`src/rtl/keypad_pkg.sv`:
```
// Shared constants for the 4x4 keypad scanner: key legend map, widths,
// synchroniser depth and the wordlength helper used to size counters.
package keypad_pkg;

  localparam int NUM_COLS   = 4;
  localparam int NUM_ROWS   = 4;
  localparam int NUM_KEYS   = NUM_COLS * NUM_ROWS;
  localparam int KEY_IDX_W  = 4;
  localparam int SYNC_DEPTH = 2;

  // Hex legend printed on each key, indexed col*4+row.
  localparam logic [3:0] KEY_MAP [NUM_KEYS] = '{
    4'h1, 4'h4, 4'h7, 4'h0,
    4'h2, 4'h5, 4'h8, 4'hF,
    4'h3, 4'h6, 4'h9, 4'hE,
    4'hA, 4'hB, 4'hC, 4'hD
  };

  // Number of bits needed to hold 'value' (at least 1).
  function automatic int wordlength(input int unsigned value);
    int w;
    w = 1;
    for (int i = 1; i < 32; i++) begin
      if ((value >> i) != 0) w = i + 1;
    end
    return w;
  endfunction

endpackage

```
`src/rtl/keypad_debounce.sv`:
```
// Frame-level debouncer: a frame is committed to key_state once it has been
// seen unchanged for the active DEBOUNCE count of consecutive frames.
module keypad_debounce
  import keypad_pkg::*;
#(
  parameter int DEBOUNCE_SCANS          = 15,
  parameter int DEBOUNCE_SCANS_TURBOSIM = 2
) (
  input  logic                clk,
  input  logic                clear,
  input  logic                turbosim,
  input  logic                frame_valid,
  input  logic [NUM_KEYS-1:0] frame,
  output logic                commit,
  output logic [NUM_KEYS-1:0] key_state
);

  localparam int DEB_MAX = (DEBOUNCE_SCANS > DEBOUNCE_SCANS_TURBOSIM) ?
                           DEBOUNCE_SCANS : DEBOUNCE_SCANS_TURBOSIM;
  localparam int CNT_W   = wordlength(DEB_MAX);

  logic [CNT_W-1:0]    deb;
  logic [CNT_W-1:0]    cnt_q, cnt_d;
  logic [NUM_KEYS-1:0] prev_q, prev_d;
  logic [NUM_KEYS-1:0] state_q, state_d;

  // Compare each complete frame with the previous one and commit when stable.
  always_comb begin
    deb     = turbosim ? CNT_W'(DEBOUNCE_SCANS_TURBOSIM) : CNT_W'(DEBOUNCE_SCANS);
    cnt_d   = cnt_q;
    prev_d  = prev_q;
    state_d = state_q;
    commit  = 1'b0;
    if (frame_valid) begin
      prev_d = frame;
      if (frame == prev_q) begin
        cnt_d = (cnt_q >= deb) ? deb : cnt_q + 1'b1;
        if (cnt_d == deb) begin
          commit  = 1'b1;
          state_d = frame;
        end
      end else begin
        cnt_d = '0;
      end
    end
  end

  // Debounce state; cleared whenever scanning is disabled.
  always_ff @(posedge clk) begin
    if (clear) begin
      cnt_q   <= '0;
      prev_q  <= '0;
      state_q <= '0;
    end else begin
      cnt_q   <= cnt_d;
      prev_q  <= prev_d;
      state_q <= state_d;
    end
  end

  assign key_state = state_q;

endmodule

```
`src/rtl/keypad_scan.sv`:
```
// 4x4 matrix keypad scanner: strobes one column low at a time, samples the
// synchronised rows into a 16-key frame, debounces it and emits one
// key_valid/key_code event per new press (lowest key index first).
// Build option: define KEYPAD_SCAN_AUTOREPEAT_EN to re-emit a single held
// key every REPEAT_SCANS frames.
module keypad_scan
  import keypad_pkg::*;
#(
  parameter int SCAN_RLD                = 99_999,
  parameter int SCAN_RLD_TURBOSIM       = 9,
  parameter int DEBOUNCE_SCANS          = 15,
  parameter int DEBOUNCE_SCANS_TURBOSIM = 2,
  parameter int REPEAT_SCANS            = 250
) (
  input  logic                clk,
  input  logic                reset,
  input  logic                turbosim,
  input  logic                en,
  input  logic [NUM_ROWS-1:0] rows_n,
  output logic [NUM_COLS-1:0] cols_n,
  output logic [NUM_KEYS-1:0] key_state,
  output logic                key_valid,
  output logic [3:0]          key_code
);

  localparam int PRE_W = wordlength((SCAN_RLD > SCAN_RLD_TURBOSIM) ?
                                    SCAN_RLD : SCAN_RLD_TURBOSIM);

  logic                 scan_en;
  logic [NUM_ROWS-1:0]  sync_q [SYNC_DEPTH];
  logic [NUM_ROWS-1:0]  sync_d [SYNC_DEPTH];
  logic [PRE_W-1:0]     pre_q, pre_d;
  logic [1:0]           col_q, col_d;
  logic [NUM_KEYS-1:0]  frame_q, frame_d;
  logic [NUM_KEYS-1:0]  pending_q, pending_d;
  logic [3:0]           code_q, code_d;
  logic                 tick;
  logic                 frame_valid;
  logic                 commit;
  logic [NUM_KEYS-1:0]  state_db;
  logic [NUM_KEYS-1:0]  repeat_set;
  logic [KEY_IDX_W-1:0] emit_idx;
  logic                 emit;

  assign scan_en = en & ~reset;

  // Row synchroniser chain, prescaler, column pointer and frame assembly.
  always_comb begin
    sync_d[0] = rows_n;
    for (int i = 1; i < SYNC_DEPTH; i++) sync_d[i] = sync_q[i-1];
    tick        = (pre_q == '0);
    pre_d       = tick ? (turbosim ? PRE_W'(SCAN_RLD_TURBOSIM) : PRE_W'(SCAN_RLD))
                       : pre_q - 1'b1;
    col_d       = tick ? col_q + 2'd1 : col_q;
    frame_d     = frame_q;
    if (tick) frame_d[{col_q, 2'b00} +: NUM_ROWS] = ~sync_q[SYNC_DEPTH-1];
    frame_valid = tick && (col_q == 2'd3);
  end

  // Scan state registers; disabling the scanner discards any partial frame.
  always_ff @(posedge clk) begin
    if (!scan_en) begin
      for (int i = 0; i < SYNC_DEPTH; i++) sync_q[i] <= '1;
      pre_q   <= '0;
      col_q   <= '0;
      frame_q <= '0;
    end else begin
      for (int i = 0; i < SYNC_DEPTH; i++) sync_q[i] <= sync_d[i];
      pre_q   <= pre_d;
      col_q   <= col_d;
      frame_q <= frame_d;
    end
  end

  keypad_debounce #(
    .DEBOUNCE_SCANS          (DEBOUNCE_SCANS),
    .DEBOUNCE_SCANS_TURBOSIM (DEBOUNCE_SCANS_TURBOSIM)
  ) u_debounce (
    .clk         (clk),
    .clear       (~scan_en),
    .turbosim    (turbosim),
    .frame_valid (frame_valid),
    .frame       (frame_d),
    .commit      (commit),
    .key_state   (state_db)
  );

`ifdef KEYPAD_SCAN_AUTOREPEAT_EN
  localparam int REP_W = wordlength(REPEAT_SCANS);

  logic [REP_W-1:0] rep_q, rep_d;

  // Count frames while exactly one key is held; re-arm it every REPEAT_SCANS frames.
  always_comb begin
    rep_d      = rep_q;
    repeat_set = '0;
    if ((commit && (frame_d != state_db)) || !$onehot(state_db)) begin
      rep_d = '0;
    end else if (frame_valid) begin
      if (rep_q >= REP_W'(REPEAT_SCANS - 1)) begin
        rep_d      = '0;
        repeat_set = state_db;
      end else begin
        rep_d = rep_q + 1'b1;
      end
    end
  end

  // Repeat frame counter.
  always_ff @(posedge clk) begin
    if (!scan_en) rep_q <= '0;
    else          rep_q <= rep_d;
  end
`else
  logic [31:0] unused_repeat_scans;
  assign unused_repeat_scans = REPEAT_SCANS;

  // Without auto-repeat a held key produces only its initial event.
  always_comb begin
    repeat_set = '0;
  end
`endif

  // Emit the lowest pending key each cycle and merge in newly committed presses.
  always_comb begin
    emit     = (pending_q != '0);
    emit_idx = '0;
    for (int i = NUM_KEYS - 1; i >= 0; i--) begin
      if (pending_q[i]) emit_idx = KEY_IDX_W'(i);
    end
    pending_d = pending_q;
    code_d    = code_q;
    if (emit) begin
      pending_d[emit_idx] = 1'b0;
      code_d              = KEY_MAP[emit_idx];
    end
    if (commit) pending_d = pending_d | (frame_d & ~state_db);
    pending_d = pending_d | repeat_set;
  end

  // Event state registers.
  always_ff @(posedge clk) begin
    if (!scan_en) begin
      pending_q <= '0;
      code_q    <= '0;
    end else begin
      pending_q <= pending_d;
      code_q    <= code_d;
    end
  end

  assign cols_n    = scan_en ? ~(4'b0001 << col_q) : 4'hF;
  assign key_state = scan_en ? state_db : '0;
  assign key_valid = scan_en & emit;
  assign key_code  = scan_en ? code_d : 4'h0;

endmodule

```
`config.mk`:
```
export PLATFORM = sky130hd
export DESIGN_NAME = keypad_scan
export DESIGN_NICKNAME = d
export VERILOG_FILES = /design/src/rtl/keypad_pkg.sv /design/src/rtl/keypad_debounce.sv /design/src/rtl/keypad_scan.sv
export SDC_FILE = /design/constraint.sdc
export NUM_CORES = 1
export LEC_CHECK = 0
export CAP_MARGIN = 20
export CORE_ASPECT_RATIO = 1.2
export CORE_MARGIN = 2
export CORE_UTILIZATION = 60
export CTS_BUF_LIST = sky130_fd_sc_hd__clkbuf_4
export CTS_CLUSTER_DIAMETER = 40
export DETAILED_ROUTE_END_ITERATION = 7
export GPL_TIMING_DRIVEN = 0
export PLACE_DENSITY = 0.81
export SYNTH_ARGS = -nofsm -noshare
export SYNTH_HDL_FRONTEND = slang
export SYNTH_HIERARCHICAL = 1
export SYNTH_SLANG_ARGS = --single-unit
export TNS_END_PERCENT = 100
```
`constraint.sdc`:
```
create_clock -name clk -period 4.9 [get_ports clk]
set_input_delay 1.225 -clock clk [delete_from_list [all_inputs] [get_ports clk]]
set_output_delay 1.225 -clock clk [all_outputs]
set_load 0.01 [all_outputs]
```
==> flow_summary.yaml <==
run_status:
  status: "completed"
critical_path:
  crit_slowest_cell: "clkdlybuf4s50_1"
  cpPeakStageDelay_ps: 560
  crit_required_ps: 3670
  critPathArrivalTime_ps: 3440
  cp_num_buf_inv: 5
  worst_setup_path_start_kind: "primary input"
  critical_path_class: "primary input to output pin"
  cpMostUsedCell: "clkdlybuf4s50_1"
  path_cells: "clkdlybuf4s50_1, nor2b_2, clkbuf_2, inv_1, clkbuf_1, a21oi_1, clkdlybuf4s50_1"
  path_max_fanout: 11
  end_kind: "output pin"
  critPathTopFamily: "buffers and inverters"
grt:
  overflow: 0
  grt_max_degree: 17
  grt_pass1_wl_um: 20100
  grt_pass1_vias: 4234
  antenna_found_initial: 0
  grtUsageTotal: 0.283
synthesis:
  synth-async-reset-ratio: 0
  netlist_area_um2: 4970
  synth_ff_type: "dfxtp_1"
  synth_seq_cells: 99
  ys_seq_area_frac: 0.398
  syn_inst: 589
  syn-num-nets: 612
  synth_warnings: 6
  synthDistinctLibCells: 60
  postSynthAreaPerCell_um2: 8.44
  synth-edff-count: 0
die:
  core_area_um2: 8110
  dieWidth_um: 87.1
  initial_utilization: 0.613
  dieArea_um2: 9040
  io_pins: 33
  die_y_um: 104
  rows: 36
routing:
  first_iter_violations: 324
  avgRoutedWirePerCell_um: 16.6
  drc: 0
  num_vias: 4308
  antenna_left: 0
  firstDrtPassIters: 5
  viasPerCell: 5.88
  wl_um: 12200
placement:
  portBuffers: 32
  gp_congestion: 0.939
  dp_cells: 716
  dp_hpwl_um: 9000
cts:
  htree_levels: 3
  clock_latency_ps: 470
  clock-sinks: 99
  clk_pin_slew_worst_paths_ps: 160
  cts_tree: "done"
  cts_buffers: 9
  cts_hold_buf: 0
  cts_root_buf: "clkbuf_4"
  clock_path_buffers: 2
sta:
  finClkSkew_ps: 29.9
  slew_headroom: 0.527
  post-route-period-util: 0.953
  setup_violations: 0
  report.final.slew_viol_count: 0
  finalSetupTns_ps: 0
  tightest_slew_ps: 710
  fmax_ghz: 0.214
  period_minus_slack_ps: 4670
  hold_violations: 0
finish:
  final_nets: 656
  synthToLayoutAreaGrowth_pct: 13.2
  fin_cells: 733
  fin_util: 0.694
  antennaDiodeCount: 0
  drive_gt1_frac: 0.0846
power:
  power_density_nw_per_um2: 360
  peakVddDrop_mv: 0.340
  leakagePower_nw: 2.22
flow_run:
  maxCapViolCount: 0
hold_path:
  hold_path.class: "flop to flop"
[final timing paths]
| check | start | end | slack [ps] | depth (start not counted) |
|---|---|---|---|---|
| setup reg to reg | pre_q[0] | pending_q[14] | 270 | 20 |
| setup / recovery | en | key_valid | 230 | 7 |
| hold reg to reg | sync_q[0][0] | sync_q[0][4] | 420 | 1 |
| hold / removal | sync_q[0][0] | sync_q[0][4] | 420 | 1 |
[kinds of logic after synthesis]
family          share of synthesized area
compound gates                     0.0928
xor+xnor                           0.0546
fa+ha+maj                          0.0377
buf+inv                            0.0387
flops                               0.398
mux                                0.0755
simple gates                        0.302
[through the flow]
| step | hold slack [ps] | power [mW] | instance area (um^2) | worst slack [ps] |
|---|---|---|---|---|
| floorplan | 386 | 1.41 | 4970 | 701 |
| global placement | 388 | 1.52 | 5410 | -122 |
| detailed placement | 401 | 1.54 | 5410 | -143 |
| CTS | 435 | 2.03 | 5590 | 55.2 |
| global route | 450 | 2.15 | 5630 | -16.7 |
| finish | 421 | 2.03 | 5630 | 233 |
[worst register-to-register path, cell delays in order (launching register included)]
cell and delay, ps:
dfxtp_1 360, inv_1 60, ha_1 180, or4b_1 450
buf_4 190, nor2_8 120, and3_1 170, buf_4 160
nand2_4 90, buf_6 150, or3_4 380, nand2_2 100
xor2_1 90, or3_1 420, nor4_4 360, nand2_1 140
a21oi_4 210, nand2_4 120, or2_2 320, or4_1 420
nand3_1 90
[report_power, final]
group          total, mW  switching [mW]  internal (mW)
Combinational      0.625           0.365          0.260
Sequential         0.912          0.0529          0.859
Clock              0.492           0.277          0.215
[placed cells by master (no fill, tap or decap), types with 5 or more instances in the layout]
cell type,count
dfxtp_1,99
nand2_1,95
nor2_1,65
mux2i_1,33
clkdlybuf4s50_1,32
a21oi_1,26
nand3_1,25
and2_1,23
inv_1,18
xnor2_1,16
or3_1,15
xor2_1,15
ha_1,15
nand2b_1,14
clkbuf_1,13
clkbuf_4,10
nor4_1,9
or4_1,9
nor3_1,7
o21ai_0,5
or2_2,5
nand4_1,5
[what timing repair did]
item | CTS | global route
setup buffers | 0 | 1
cloned | 0 | 0
pin swaps | 0 | 2
endpoints found under the setup margin | 8 | 9
gates resized for setup | 6 | 8
[cell type report]
| cell class | instances | area [um^2] |
|---|---|---|
| fill | 648 | 2480 |
| inverter | 18 | 67.6 |
| multi-input combinational | 448 | 2840 |
| clock inverter | 6 | 87.6 |
| tap | 95 | 119 |
| clock buffer | 10 | 75.1 |
| timing repair buffer | 33 | 328 |
| buffer | 24 | 130 |
| sequential | 99 | 1980 |
[metal layers]
layer,vias to the layer above,share of wire,GRT usage
met3,28,0.042,0.0406
li1,2120,-,-
met1,2029,0.42,0.348
met5,-,0,0
met2,131,0.51,0.485
met4,0,0.032,0.121
[flip-flops by register name, summed over array words and instances, names as in the netlist]
name / flops
frame_q: 16
pending_q: 16
sync_q: 8
u_debounce/key_state: 16
pre_q: 17
u_debounce/prev_q: 16
u_debounce/cnt_q: 4
col_q: 2
code_q: 4
[Yosys cell counts, types with 3 or more instances]
cell type	count	area, um^2
dfxtp_1	99	1980
nand2_1	98	368
nor2_1	65	244
mux2i_1	33	330
a21oi_1	27	135
nand3_1	25	125
and2_1	23	144
inv_1	18	67.6
clkbuf_1	16	60.1
xnor2_1	16	140
ha_1	15	188
or3_1	15	93.8
xor2_1	15	131
nand2b_1	14	87.6
nor4_1	9	56.3
or4_1	9	67.6
nor3_1	8	40.0
nand4_1	5	31.3
o21ai_0	5	25.0
or2_2	5	31.3
a311o_1	4	40.0
a32o_1	4	40.0
and3_1	4	25.0
mux2_2	4	45.0
nor4bb_1	4	40.0
nor2b_1	3	18.8
o311ai_0	3	26.3
(Power assumes the default switching activity.)
